## src/rtl/urv_mem_arbiter_pkg.sv

```systemverilog
// Shared types for the uRV fetch/data memory arbiter.
package urv_mem_arbiter_pkg;

  localparam int unsigned XLEN = 32;
  localparam int unsigned BE_W = XLEN / 8;

  typedef enum logic [1:0] {
    GNT_NONE  = 2'd0,
    GNT_FETCH = 2'd1,
    GNT_LOAD  = 2'd2,
    GNT_STORE = 2'd3
  } grant_e;

  typedef struct packed {
    logic [XLEN-1:0] addr;
    logic [XLEN-1:0] data;
    logic [BE_W-1:0] sel;
  } dm_req_t;

  // Counter width able to hold the limit; never zero bits wide.
  function automatic int unsigned cnt_width(input int unsigned limit);
    return $clog2(limit + 2);
  endfunction

endpackage

```

## src/rtl/urv_mem_arbiter.sv

```systemverilog
// Arbitrates one single-port synchronous RAM between instruction fetch and
// data load/store, data first, with a starvation guard for fetch.
module urv_mem_arbiter
  import urv_mem_arbiter_pkg::*;
#(
  parameter int unsigned MEM_AW       = 14,
  parameter int unsigned STARVE_LIMIT = 4
) (
  input  logic              clk_i,
  input  logic              rst_n_i,
  input  logic [XLEN-1:0]   im_addr_i,
  output logic [XLEN-1:0]   im_data_o,
  output logic              im_valid_o,
  input  logic [XLEN-1:0]   dm_addr_i,
  input  logic [XLEN-1:0]   dm_data_s_i,
  input  logic [BE_W-1:0]   dm_data_select_i,
  input  logic              dm_store_i,
  input  logic              dm_load_i,
  output logic [XLEN-1:0]   dm_data_l_o,
  output logic              dm_load_done_o,
  output logic              dm_store_done_o,
  output logic [MEM_AW-1:0] mem_addr_o,
  output logic              mem_en_o,
  output logic [BE_W-1:0]   mem_we_o,
  output logic [XLEN-1:0]   mem_wdata_o,
  input  logic [XLEN-1:0]   mem_rdata_i
);

  localparam int unsigned      CNT_W    = cnt_width(STARVE_LIMIT);
  localparam logic [CNT_W-1:0] CNT_MAX  = CNT_W'(STARVE_LIMIT);
  localparam bit               GUARD_EN = (STARVE_LIMIT != 0);

  grant_e          last_q;
  grant_e          grant_c;
  dm_req_t         st_q;
  dm_req_t         st_pulse_c;
  dm_req_t         st_cur_c;
  logic            st_vld_q;
  logic            ld_vld_q;
  logic [XLEN-1:0] ld_addr_q;
  logic [XLEN-1:0] ld_cur_c;
  logic [CNT_W-1:0] starve_q;
  logic            st_req_c;
  logic            ld_req_c;
  logic            force_fetch_c;

  // Request sources and priority: a held slot always beats a new pulse.
  always_comb begin
    st_pulse_c.addr = dm_addr_i;
    st_pulse_c.data = dm_data_s_i;
    st_pulse_c.sel  = dm_data_select_i;
    st_cur_c        = st_vld_q ? st_q : st_pulse_c;
    ld_cur_c        = ld_vld_q ? ld_addr_q : dm_addr_i;
    st_req_c        = st_vld_q | dm_store_i;
    ld_req_c        = ld_vld_q | dm_load_i;
    force_fetch_c   = GUARD_EN && (starve_q == CNT_MAX);
    grant_c         = GNT_FETCH;
    if (!force_fetch_c) begin
      if (st_req_c) begin
        grant_c = GNT_STORE;
      end else if (ld_req_c) begin
        grant_c = GNT_LOAD;
      end
    end
  end

  // RAM port steering; writes are held off while reset is asserted.
  always_comb begin
    mem_addr_o  = im_addr_i[MEM_AW+1:2];
    mem_we_o    = '0;
    mem_wdata_o = st_cur_c.data;
    case (grant_c)
      GNT_LOAD:  mem_addr_o = ld_cur_c[MEM_AW+1:2];
      GNT_STORE: begin
        mem_addr_o = st_cur_c.addr[MEM_AW+1:2];
        mem_we_o   = rst_n_i ? st_cur_c.sel : '0;
      end
      default: ;
    endcase
  end

  assign mem_en_o = rst_n_i;

  always_ff @(posedge clk_i) begin
    if (!rst_n_i) begin
      last_q   <= GNT_NONE;
      st_vld_q <= 1'b0;
      ld_vld_q <= 1'b0;
      starve_q <= '0;
    end else begin
      last_q <= grant_c;

      // A pulse colliding with an occupied slot is dropped.
      if (st_vld_q) begin
        if (grant_c == GNT_STORE) st_vld_q <= 1'b0;
      end else if (dm_store_i && (grant_c != GNT_STORE)) begin
        st_vld_q <= 1'b1;
        st_q     <= st_pulse_c;
      end

      if (ld_vld_q) begin
        if (grant_c == GNT_LOAD) ld_vld_q <= 1'b0;
      end else if (dm_load_i && (grant_c != GNT_LOAD)) begin
        ld_vld_q  <= 1'b1;
        ld_addr_q <= dm_addr_i;
      end

      if (grant_c == GNT_FETCH) begin
        starve_q <= '0;
      end else if (starve_q != CNT_MAX) begin
        starve_q <= starve_q + CNT_W'(1);
      end
    end
  end

  assign im_valid_o      = (last_q == GNT_FETCH);
  assign dm_load_done_o  = (last_q == GNT_LOAD);
  assign dm_store_done_o = (last_q == GNT_STORE);
  assign im_data_o       = mem_rdata_i;
  assign dm_data_l_o     = mem_rdata_i;

  // Address bits outside the RAM word range are intentionally ignored.
  logic unused_addr_bits;
  assign unused_addr_bits = ^{im_addr_i[XLEN-1:MEM_AW+2], im_addr_i[1:0],
                              ld_cur_c[XLEN-1:MEM_AW+2], ld_cur_c[1:0],
                              st_cur_c.addr[XLEN-1:MEM_AW+2], st_cur_c.addr[1:0]};

endmodule

```

## config.mk

```make
export PLATFORM = sky130hd
export DESIGN_NAME = urv_mem_arbiter
export DESIGN_NICKNAME = d
export VERILOG_FILES = /design/src/rtl/urv_mem_arbiter_pkg.sv /design/src/rtl/urv_mem_arbiter.sv
export SDC_FILE = /design/constraint.sdc
export NUM_CORES = 1
export LEC_CHECK = 0
export BUFFER_PORTS_ARGS = -buffer_cell sky130_fd_sc_hd__buf_2
export CORE_ASPECT_RATIO = 2
export CORE_MARGIN = 2
export CORE_UTILIZATION = 38
export CTS_CLUSTER_SIZE = 24
export DETAILED_ROUTE_END_ITERATION = 12
export PLACE_DENSITY_LB_ADDON = 0.08
export SLEW_MARGIN = 0
export SYNTH_ARGS = -nofsm -noshare
export SYNTH_HDL_FRONTEND = slang
export SYNTH_SLANG_ARGS = --single-unit
```

## constraint.sdc

```tcl
create_clock -name clk_i -period 2.7 [get_ports clk_i]
set_input_delay 0.135 -clock clk_i [delete_from_list [all_inputs] [get_ports clk_i]]
set_output_delay 0.135 -clock clk_i [all_outputs]
set_load 0.02 [all_outputs]
```

==> out/qor.csv <==
metric,value,unit
critical_path_arrival,2.19,ns
yosysTopAreaCellShare,51.98,%
cts_max_level,3,
synth-main-ff-cell,edfxtp_1,
coreArea,9572,um2
power_density,585.4,nW/um2
start_kind,flip-flop,
async_flop_share,0,%
cap_violations,0,
wl_per_cell,17.10,um
seq_area_frac_synth,55.77,%
synth_nets,414,
avgSynthCellArea,13.40,um2
maxSlewHeadroom,55.98,%
yosys-top-cells-count,"buf_4 (65), edfxtp_1 (64), mux2_2 (32), nor3_1 (18)",
drcViolationCount,0,
dpl_worst_slack,0.6909,ns
drt_pass1_iterations,4,
critPathCaptureType,output pin,
fin_crit,2.322,ns
grt_first_pass_wirelength,12720,um
ir_worst_vdd,0.3781,mV
cts_buffer_depth,2,
place.gp.congestion,0.7578,
outcome,finished clean,
finalSetupViolations,0,
synthCells,276,
yosysMostFrequentCell,buf_4,
num_io_pins,254,
ys_ff_latch,71,
start_util,38.63,%
cts_tree,built,
grt_max_degree,30,
place.port_buffers,121,
die_area,10580,um2
hold_class,input pin to flip-flop,
synth_area_leader_cell,edfxtp_1,
fillers,893,
drt.antenna.violating_nets,0,
clock-sinks,71,
r2r_setup_slack,0.72,ns
grt_usage,15.83,%
seq_area,2063,um2
max_freq,0.4307,GHz
antenna_found_initial,0,
cp_data_required_time,2.57,ns
nNetsFinal,507,
grt_pass1_vias,2502,
rsz0062_at_grt,no,
final_core_util,47.15,%
synth_edf_count,64,
place_area,3928,um2
cts-resized-gates,0,
rows,51,
synthDistinctLibCells,27,
fin_crit_sh,85.99,%
cellLeakagePower,0.001819,uW
hold_viol_final,0,
yosysWarnings,0,
syn_area,3697,um2
drt_iter0_markers,134,
drv_slew,0,
numCtsBuffers,9,
multi_input_area,1046,um2
dp_hpwl,5651,um
die_w,73.75,um
drt-total-wl,8173,um
fp.dieH,143.5,um
clock_latency,0.32,ns
syn_to_final_growth,22.06,%
finalWorstSetupSlack,0.3783,ns
worst_slew_pin_slew,0.6587,ns
path_class,flip-flop to output pin,
vias,2478,
drive_above_1_share,46.51,%
clockRootBuffer,clkbuf_16,
viasPerCell,5.184,
fin_area,4513,um2
clk_pin_slew_worst_paths,0.05,ns
worstPathMaxFanout,25,
setup_tns,0,ns
skew,0.003377,ns
grt_overflow,0,
synthTopCellsByArea,"edfxtp_1 (52%), buf_4 (13%), mux2_2 (9.7%)",
antennaDiodeCount,0,
hold_slack,0.01363,ns
## report_power, final
part | switching [uW] | internal, uW | leakage (uW)
combinational | 216 | 190 | 0.00106
clock | 402 | 603 | 0.000120
sequential | 10.6 | 1220 | 0.000637
## sequential cells by signal, indices dropped and copies added, names as in the netlist
register and cells:
last_q 2, ld_addr_q 14, ld_vld_q 1, st_q 50
st_vld_q 1, starve_q 3
## worst max-delay path, stage by stage (launching register included)
cell and delay [ns]:
dfxtp_2 0.67, nor2_1 0.16, a21o_1 0.42, a221o_1 0.45, buf_2 0.16
## timing repair
item	in CTS	in global routing
hold buffers	34	0
setup buffers	0	0
endpoints found under the hold margin	34	0
## worst paths after layout
path	from	to	cells past startpoint
max reg2reg	starve_q[0]	st_q[0]	5
min reg2reg	starve_q[0]	starve_q[0]	1
max	st_vld_q	mem_addr_o[5]	4
min	dm_data_select_i[0]	st_q[0]	1
## layout make-up
| type | count | area share [%] |
|---|---|---|
| repair buffers | 162 | 22.40 |
| clock buffers | 11 | 5.157 |
| well taps | 106 | 2.939 |
| multi-input cells | 121 | 23.18 |
| clock inverters | 3 | 0.2772 |
| inverters | 4 | 0.3327 |
| flip-flops and latches | 71 | 45.72 |
## cell families (layout without fill, tap and decap cells)
logic type / Yosys count / count (layout) / synth area share [%]
buf+inv: 84 / 180 / 15.97
compound gates: 37 / 37 / 8.934
fa+ha+maj: 2 / 2 / 0.6767
flops: 71 / 71 / 55.77
mux: 46 / 46 / 13.54
simple gates: 36 / 36 / 5.110
## cells in the final DEF, fill, tap and decap left out, types with 7 or more instances in the layout
| cell | count |
|---|---|
| a221o_1 | 14 |
| a22o_1 | 14 |
| buf_2 | 121 |
| clkbuf_16 | 9 |
| dlygate4sd3_1 | 34 |
| edfxtp_1 | 64 |
| mux2_2 | 32 |
| mux2i_1 | 14 |
| nor2_1 | 7 |
| nor3_1 | 18 |
## layer usage
| layer | vias up | GRT usage, % | routed length, um |
|---|---|---|---|
| li1 | 1163 | - | - |
| met1 | 1149 | 20.16 | 3527 |
| met2 | 159 | 23.31 | 3657 |
| met3 | 7 | 6.381 | 852 |
| met4 | 0 | 7.177 | 136 |
| met5 | - | 0 | 0 |
## stage by stage
step / instances / power, uW
floorplan: 276 / 1618
global placement: 430 / 1620
detailed placement: 430 / 1623
CTS: 478 / 2678
global route: 478 / 2755
finish: 478 / 2642
(Power assumes the default switching activity.)
